==> src/rtl/gamepad_pkg.sv <==
// Shared definitions for the gamepad poll scheduler.
//   poll_state_t : frame sequencer states
//   BTN_*        : canonical button bit positions in the 12-bit words
//   NES_BITS / SNES_BITS : serial frame lengths
//   SNES_MAP     : canonical index of each SNES serial bit (bits 0..11)
//   decode_frame : raw active-low serial bits -> canonical active-high word
package gamepad_pkg;

  typedef enum logic [2:0] {
    ST_IDLE,
    ST_LATCH,
    ST_SETTLE,
    ST_CLK_LO,
    ST_CLK_HI,
    ST_DONE
  } poll_state_t;

  localparam int NES_BITS  = 8;
  localparam int SNES_BITS = 16;
  localparam int NUM_BTN   = 12;

  typedef logic [3:0] btn_idx_t;

  localparam btn_idx_t BTN_A     = 4'd0;
  localparam btn_idx_t BTN_B     = 4'd1;
  localparam btn_idx_t BTN_SEL   = 4'd2;
  localparam btn_idx_t BTN_START = 4'd3;
  localparam btn_idx_t BTN_UP    = 4'd4;
  localparam btn_idx_t BTN_DOWN  = 4'd5;
  localparam btn_idx_t BTN_LEFT  = 4'd6;
  localparam btn_idx_t BTN_RIGHT = 4'd7;
  localparam btn_idx_t BTN_X     = 4'd8;
  localparam btn_idx_t BTN_Y     = 4'd9;
  localparam btn_idx_t BTN_L     = 4'd10;
  localparam btn_idx_t BTN_R     = 4'd11;

  localparam btn_idx_t SNES_MAP [NUM_BTN] = '{
    BTN_B, BTN_Y, BTN_SEL, BTN_START, BTN_UP, BTN_DOWN,
    BTN_LEFT, BTN_RIGHT, BTN_A, BTN_X, BTN_L, BTN_R
  };

  // raw[k] is serial bit k (bit 0 = first bit out of the pad).
  // NES serial order already matches canonical order 0..7.
  function automatic logic [NUM_BTN-1:0] decode_frame(input logic [SNES_BITS-1:0] raw,
                                                       input logic snes);
    logic [NUM_BTN-1:0] btn;
    btn = '0;
    if (snes) begin
      for (int k = 0; k < NUM_BTN; k++) btn[SNES_MAP[k]] = ~raw[k];
    end else begin
      for (int k = 0; k < NES_BITS; k++) btn[k] = ~raw[k];
    end
    return btn;
  endfunction

endpackage

==> src/rtl/poll_tick_gen.sv <==
// Poll period divider.
//   clk_50 : system clock
//   rst_n  : async active-low reset
//   tick   : one-cycle pulse every POLL_CYC cycles, free-running
// Counts down from POLL_CYC-1 and ticks at zero, which gives the same tick
// timing as an up-counter wrapping at POLL_CYC-1 (first tick POLL_CYC-1
// cycles after reset release).
module poll_tick_gen #(
  parameter int POLL_CYC = 833_333
) (
  input  logic clk_50,
  input  logic rst_n,
  output logic tick
);

  localparam int CW = (POLL_CYC > 1) ? $clog2(POLL_CYC) : 1;
  localparam logic [CW-1:0] RELOAD = CW'(POLL_CYC - 1);

  logic [CW-1:0] cnt;

  always_ff @(posedge clk_50 or negedge rst_n) begin
    if (!rst_n)            cnt <= RELOAD;
    else if (cnt == '0)    cnt <= RELOAD;
    else                   cnt <= cnt - 1'b1;
  end

  assign tick = (cnt == '0);

endmodule

==> src/rtl/gamepad_poll_scheduler.sv <==
// Shared-bus poller for two NES/SNES pad ports.
//   clk_50, rst_n          : clock, async active-low reset
//   poll_en                : allow new frames to start on poll ticks
//   is_snes                : frame type, captured on entry to LATCH
//   data_p1, data_p2       : serial pad data (active-low buttons)
//   controller_latch/clk   : shared latch (active high) and serial clock (idles high)
//   p1/p2_buttons          : canonical 12-bit active-high button words
//   p1/p2_present          : pad detected in the last frame
//   frame_valid            : one-cycle pulse in DONE, new outputs this cycle
//   busy                   : frame in progress
//   overrun                : sticky, poll tick seen while busy
//
// state     | meaning
// ----------+-----------------------------------------------------
// ST_IDLE   | waiting for poll tick with poll_en
// ST_LATCH  | latch high for 2*HALF_CYC cycles
// ST_SETTLE | latch low HALF_CYC cycles, bit 0 sampled on last cycle
// ST_CLK_LO | serial clock low HALF_CYC cycles
// ST_CLK_HI | serial clock high HALF_CYC cycles, next bit sampled on last cycle
// ST_DONE   | one cycle, outputs published, frame_valid high
module gamepad_poll_scheduler
  import gamepad_pkg::*;
#(
  parameter int CLK_HZ   = 50_000_000,
  parameter int POLL_HZ  = 60,
  parameter int HALF_CYC = 300
) (
  input  logic                clk_50,
  input  logic                rst_n,
  input  logic                poll_en,
  input  logic                is_snes,
  input  logic                data_p1,
  input  logic                data_p2,
  output logic                controller_latch,
  output logic                controller_clk,
  output logic [NUM_BTN-1:0]  p1_buttons,
  output logic [NUM_BTN-1:0]  p2_buttons,
  output logic                p1_present,
  output logic                p2_present,
  output logic                frame_valid,
  output logic                busy,
  output logic                overrun
);

  localparam int POLL_CYC = CLK_HZ / POLL_HZ;
  localparam int PW = $clog2(2 * HALF_CYC);
  localparam logic [PW-1:0] LATCH_LOAD = PW'(2 * HALF_CYC - 1);
  localparam logic [PW-1:0] HALF_LOAD  = PW'(HALF_CYC - 1);

  poll_state_t state, state_nxt;

  logic                 tick;
  logic [PW-1:0]        phase;
  logic                 phase_tc;
  logic [3:0]           bit_idx;
  logic                 snes_q;
  logic                 sample;
  logic                 last_bit;
  logic                 frame_start;
  logic [SNES_BITS-1:0] raw_p1, raw_p2;
  logic [SNES_BITS-1:0] raw_p1_nxt, raw_p2_nxt;
  logic [SNES_BITS-1:0] aligned_p1, aligned_p2;
  logic                 pres_p1, pres_p2;

  poll_tick_gen #(.POLL_CYC(POLL_CYC)) u_tick (
    .clk_50 (clk_50),
    .rst_n  (rst_n),
    .tick   (tick)
  );

  assign phase_tc    = (phase == '0);
  assign last_bit    = (bit_idx == (snes_q ? 4'd15 : 4'd7));
  assign frame_start = (state == ST_IDLE) && (state_nxt == ST_LATCH);

  always_ff @(posedge clk_50 or negedge rst_n) begin
    if (!rst_n) state <= ST_IDLE;
    else        state <= state_nxt;
  end

  always_comb begin
    state_nxt        = state;
    sample           = 1'b0;
    controller_latch = 1'b0;
    controller_clk   = 1'b1;
    case (state)
      ST_IDLE: begin
        if (tick && poll_en) state_nxt = ST_LATCH;
      end
      ST_LATCH: begin
        controller_latch = 1'b1;
        if (phase_tc) state_nxt = ST_SETTLE;
      end
      ST_SETTLE: begin
        if (phase_tc) begin
          sample    = 1'b1;
          state_nxt = ST_CLK_LO;
        end
      end
      ST_CLK_LO: begin
        controller_clk = 1'b0;
        if (phase_tc) state_nxt = ST_CLK_HI;
      end
      ST_CLK_HI: begin
        if (phase_tc) begin
          sample    = 1'b1;
          state_nxt = last_bit ? ST_DONE : ST_CLK_LO;
        end
      end
      ST_DONE: begin
        state_nxt = ST_IDLE;
      end
      default: begin
        state_nxt = ST_IDLE;
      end
    endcase
  end

  // Phase timer reloads on every state change, so each state lasts load+1 cycles.
  always_ff @(posedge clk_50 or negedge rst_n) begin
    if (!rst_n)                   phase <= '0;
    else if (state_nxt != state)  phase <= (state_nxt == ST_LATCH) ? LATCH_LOAD : HALF_LOAD;
    else if (!phase_tc)           phase <= phase - 1'b1;
  end

  // Bits shift in from the top; after an NES frame the 8 bits sit in [15:8].
  assign raw_p1_nxt = {data_p1, raw_p1[SNES_BITS-1:1]};
  assign raw_p2_nxt = {data_p2, raw_p2[SNES_BITS-1:1]};

  always_ff @(posedge clk_50 or negedge rst_n) begin
    if (!rst_n) begin
      snes_q  <= 1'b0;
      bit_idx <= '0;
      raw_p1  <= '0;
      raw_p2  <= '0;
    end else if (frame_start) begin
      snes_q  <= is_snes;
      bit_idx <= '0;
      raw_p1  <= '0;
      raw_p2  <= '0;
    end else if (sample) begin
      bit_idx <= bit_idx + 1'b1;
      raw_p1  <= raw_p1_nxt;
      raw_p2  <= raw_p2_nxt;
    end
  end

  // Decode from the next-shift value so the words are ready in the DONE cycle
  // together with frame_valid. Upper bits are zero in NES mode, so the OR
  // covers exactly the N received bits.
  assign aligned_p1 = snes_q ? raw_p1_nxt
                             : {{(SNES_BITS-NES_BITS){1'b0}}, raw_p1_nxt[SNES_BITS-1 -: NES_BITS]};
  assign aligned_p2 = snes_q ? raw_p2_nxt
                             : {{(SNES_BITS-NES_BITS){1'b0}}, raw_p2_nxt[SNES_BITS-1 -: NES_BITS]};
  assign pres_p1 = |aligned_p1;
  assign pres_p2 = |aligned_p2;

  always_ff @(posedge clk_50 or negedge rst_n) begin
    if (!rst_n) begin
      p1_buttons <= '0;
      p2_buttons <= '0;
      p1_present <= 1'b0;
      p2_present <= 1'b0;
      overrun    <= 1'b0;
    end else begin
      if (state_nxt == ST_DONE) begin
        p1_present <= pres_p1;
        p2_present <= pres_p2;
        p1_buttons <= pres_p1 ? decode_frame(aligned_p1, snes_q) : '0;
        p2_buttons <= pres_p2 ? decode_frame(aligned_p2, snes_q) : '0;
      end
      if (tick && (state != ST_IDLE)) overrun <= 1'b1;
    end
  end

  assign frame_valid = (state == ST_DONE);
  assign busy        = (state != ST_IDLE);

endmodule

==> config.mk <==
export PLATFORM = sky130hd
export DESIGN_NAME = gamepad_poll_scheduler
export DESIGN_NICKNAME = d
export VERILOG_FILES = /design/src/rtl/gamepad_pkg.sv /design/src/rtl/poll_tick_gen.sv /design/src/rtl/gamepad_poll_scheduler.sv
export SDC_FILE = /design/constraint.sdc
export NUM_CORES = 1
export LEC_CHECK = 0
export CAP_MARGIN = 20
export CORE_ASPECT_RATIO = 0.9
export CORE_MARGIN = 5
export CORE_UTILIZATION = 30
export CTS_BUF_LIST = sky130_fd_sc_hd__clkbuf_4 sky130_fd_sc_hd__clkbuf_8 sky130_fd_sc_hd__clkbuf_16
export CTS_CLUSTER_DIAMETER = 150
export DETAILED_ROUTE_END_ITERATION = 8
export GPL_TIMING_DRIVEN = 0
export HOLD_SLACK_MARGIN = 0.06
export PLACE_DENSITY = 0.49
export SYNTH_ARGS = -nofsm -noshare
export SYNTH_HDL_FRONTEND = slang
export SYNTH_SLANG_ARGS = --single-unit
export TNS_END_PERCENT = 10
==> constraint.sdc <==
create_clock -name clk_50 -period 4.81 [get_ports clk_50]
set_input_delay 0.962 -clock clk_50 [delete_from_list [all_inputs] [get_ports clk_50]]
set_output_delay 0.962 -clock clk_50 [all_outputs]
set_load 0.05 [all_outputs]
==> metrics.csv <==
stage;metric;value;unit
status;status;finished, final reports clean;
sta;slew margin rel.;43.4;%
floorplanning;Die Width;138;um
final_layout;fill count;1500;
synthesis;register area share after synthesis;53.8;%
clock_tree;Root Driver;clkbuf_16;
floorplanning;Core Region;14600;um2
clock_tree;CTS tree;done;
final_layout;post-route cell area;5390;um2
clock_tree;clock slew at reported path FFs;0.07;ns
final_layout;# diodes;0;
final_layout;area delta synth->final;21.2;%
synthesis;Post-synth EDFFs;0;
setup_path;CP Launch Type;flop;
setup_path;Worst Setup End Kind;output port;
clock_tree;clk buf depth;2;
sta;Final Critical Period;3.17;ns
sta;max-slew violations;0;
final_layout;share of layout cells above drive strength 1;8.91;%
worst_hold_path;Hold Crit Class;flop to flop;
sta;post-route clock period utilization;65.9;%
global_route;initial antenna violation count;0;
final_layout;Final Util;36.9;%
setup_path;worst reg2reg startpoint;u_tick.cnt[11];
sta;Setup Skew;0.0100;ns
synthesis;post-synth net total;416;
final_layout;commonest non-fill, non-tap cell in the layout;dfrtp_1;
flow_run;max-cap check violation count;0;
sta;Fmax;0.315;GHz
detailed_routing;drt wl/cell;15.6;um
clock_tree;Post-CTS Repair Setup Buffers;0;
placement;Placed Area;5070;um2
detailed_routing;ANT nets after route;0;
global_route;total global-route track usage;12.5;%
pwr;LEAKAGE;2.43;nW
detailed_routing;DRT iter0 DRCs;233;
synthesis;asr flop ratio synth;100;%
clock_tree;Post-CTS Hold Buffers;0;
global_route;pin count of the biggest net entering global routing;53;
setup_path;Worst Path Max Fanout;9;
sta;RSZ-0062 raised after global routing;false;
setup_path;kind of critical path;flop to output port;
synthesis;Yosys Warn Count;0;
synthesis;Mapped Area;4440;um2
sta;worst slew pin tran;0.843;ns
detailed_routing;first drt pass iteration count;4;
clock_tree;Clock Sinks;95;
synthesis;ys flop type;dfrtp_1;
setup_path;R2R cell count;6;
setup_path;Crit path required time;3.85;ns
synthesis;Yosys cell types;45;
final_layout;Final #Nets;465;
floorplanning;initial core utilization;30.4;%
global_route;vias in the first global route;3334;
detailed_routing;routed vias/inst;4.76;
worst_hold_path;Worst Hold Depth;1;
clock_tree;worst skew pair latency;0.35;ns
placement;port buffer count;36;
clock_tree;CTS resizes;0;
synthesis;Synth Area per Inst;10.9;um2
sta;Hold Fails Final Rpt;0;
global_route;first-pass GRT wire length;17700;um
setup_path;r2r setup slk;1.76;ns
pwr;total power;1.65;mW
setup_path;Arr. time, crit path;2.21;ns
setup_path;Reg-to-Reg End;p2_buttons[7];
floorplanning;Total Die Area;17300;um2
placement;Placer Congestion;0.752;
sta;final setup fails;0;
pwr;Pwr Density;307;nW/um2
worst_hold_path;hold wc startpoint;u_tick.cnt[0];
global_route;total grt overflow;0;
synthesis;#FFs+latches synth;95;
detailed_routing;Remaining DRCs;0;
setup_path;Critical Path Start;state[1];
detailed_routing;overall routed net length;10200;um
final_layout;most frequent cells in the layout;dfrtp_1, nor2_1, mux2i_1, clkdlybuf4s50_1, nand2_1;
floorplanning;Chip Height;125;um
worst_hold_path;hold path endpoint;u_tick.cnt[0];
detailed_routing;via count;3131;
synthesis;Post-Synthesis Cells;406;
clock_tree;CTS H-tree lvls;3;
clock_tree;CTS Buf Count;9;
floorplanning;row count;42;
floorplanning;I/O pins;37;
pwr;peak ir drop on the vdd network;0.000160;V
placement;hpwl dp;7020;um
[sequential cells by signal, indices dropped and copies added (netlist names)]
register,cells
snes_q,1
raw_p2,15
p2_present,1
bit_idx,4
overrun,1
state,3
p1_present,1
u_tick.cnt,20
p2_buttons,12
raw_p1,15
p1_buttons,12
phase,10
[area by class of cell]
cell class	count	area [um2]	area share, %
clock buffers	9	225	4.18
clock inverters	7	80.1	1.49
multi-input cells	279	1910	35.5
well taps	198	248	4.60
inverters	10	37.5	0.697
plain buffers	22	101	1.88
repair buffers	38	390	7.25
flip-flops and latches	95	2390	44.4
[per-layer routing]
layer / GRT usage (%) / up-vias / part of all wire (%)
met3: 3.02 / 15 / 2.7
met1: 17.8 / 1535 / 52
met5: 0 / - / 0
li1: - / 1537 / -
met4: 3.89 / 0 / 1.8
met2: 18.7 / 44 / 44
[worst max-delay path by stage]
| stage | to | slack, ns | cells after the start |
|---|---|---|---|
| after detailed placement | p2_buttons[3] | 1.74 | 6 |
| after CTS | busy | 1.61 | 4 |
| after floorplan | p1_buttons[2] | 2.13 | 9 |
| after global routing | phase[6] | 1.44 | 7 |
| final | busy | 1.64 | 4 |
| after global placement | p2_buttons[5] | -0.93 | 1 |
[cell usage after synthesis, drive strengths merged, types with 5 or more instances]
master | number | area share [%]
a22o | 16 | 3.2
o21ai | 5 | 0.56
inv | 10 | 0.85
buf | 9 | 1.2
mux2i | 48 | 11
clkbuf | 13 | 1.1
nor3 | 9 | 1.0
nor4 | 14 | 2.1
dfstp | 11 | 6.5
nor2 | 60 | 5.1
or4 | 6 | 1.0
dfrtp | 84 | 47
nand2 | 21 | 1.8
xnor2 | 9 | 1.8
a21oi | 14 | 1.6
o2bb2ai | 8 | 1.6
xor2 | 15 | 3.0
[critical path: stages (launching register included)]
cell,delay (ns)
dfrtp_1,0.32
clkbuf_1,0.29
or3_1,0.17
clkbuf_1,0.23
clkdlybuf4s50_1,0.86
[power breakdown]
| group | internal, mW | switching [mW] | leakage [nW] |
|---|---|---|---|
| clock | 0.411 | 0.328 | 0.148 |
| sequential | 0.820 | 0.0229 | 1.11 |
| combinational | 0.0294 | 0.0434 | 1.17 |
| total | 1.26 | 0.394 | 2.43 |
[through the flow]
stage / worst slack, ns / hold slack [ns] / TNS [ns] / instances
2_1_floorplan: 2.13 / 0.418 / 0 / 406
5_1_grt: 1.44 / 0.472 / 0 / 658
3_5_place_dp: 1.74 / 0.443 / 0 / 641
4_1_cts: 1.61 / 0.459 / 0 / 657
3_3_place_gp: -0.932 / 0.437 / -77.74 / 640
6_report: 1.64 / 0.452 / 0 / 658
[logic make-up after synthesis]
logic type	count (synthesis)	synth area share [%]
flops	95	53.8
mux	48	10.8
buf+inv	32	3.13
simple gates	141	15.7
compound gates	61	10.5
fa+ha+maj	5	1.35
xor+xnor	24	4.73
(Power assumes the default switching activity.)
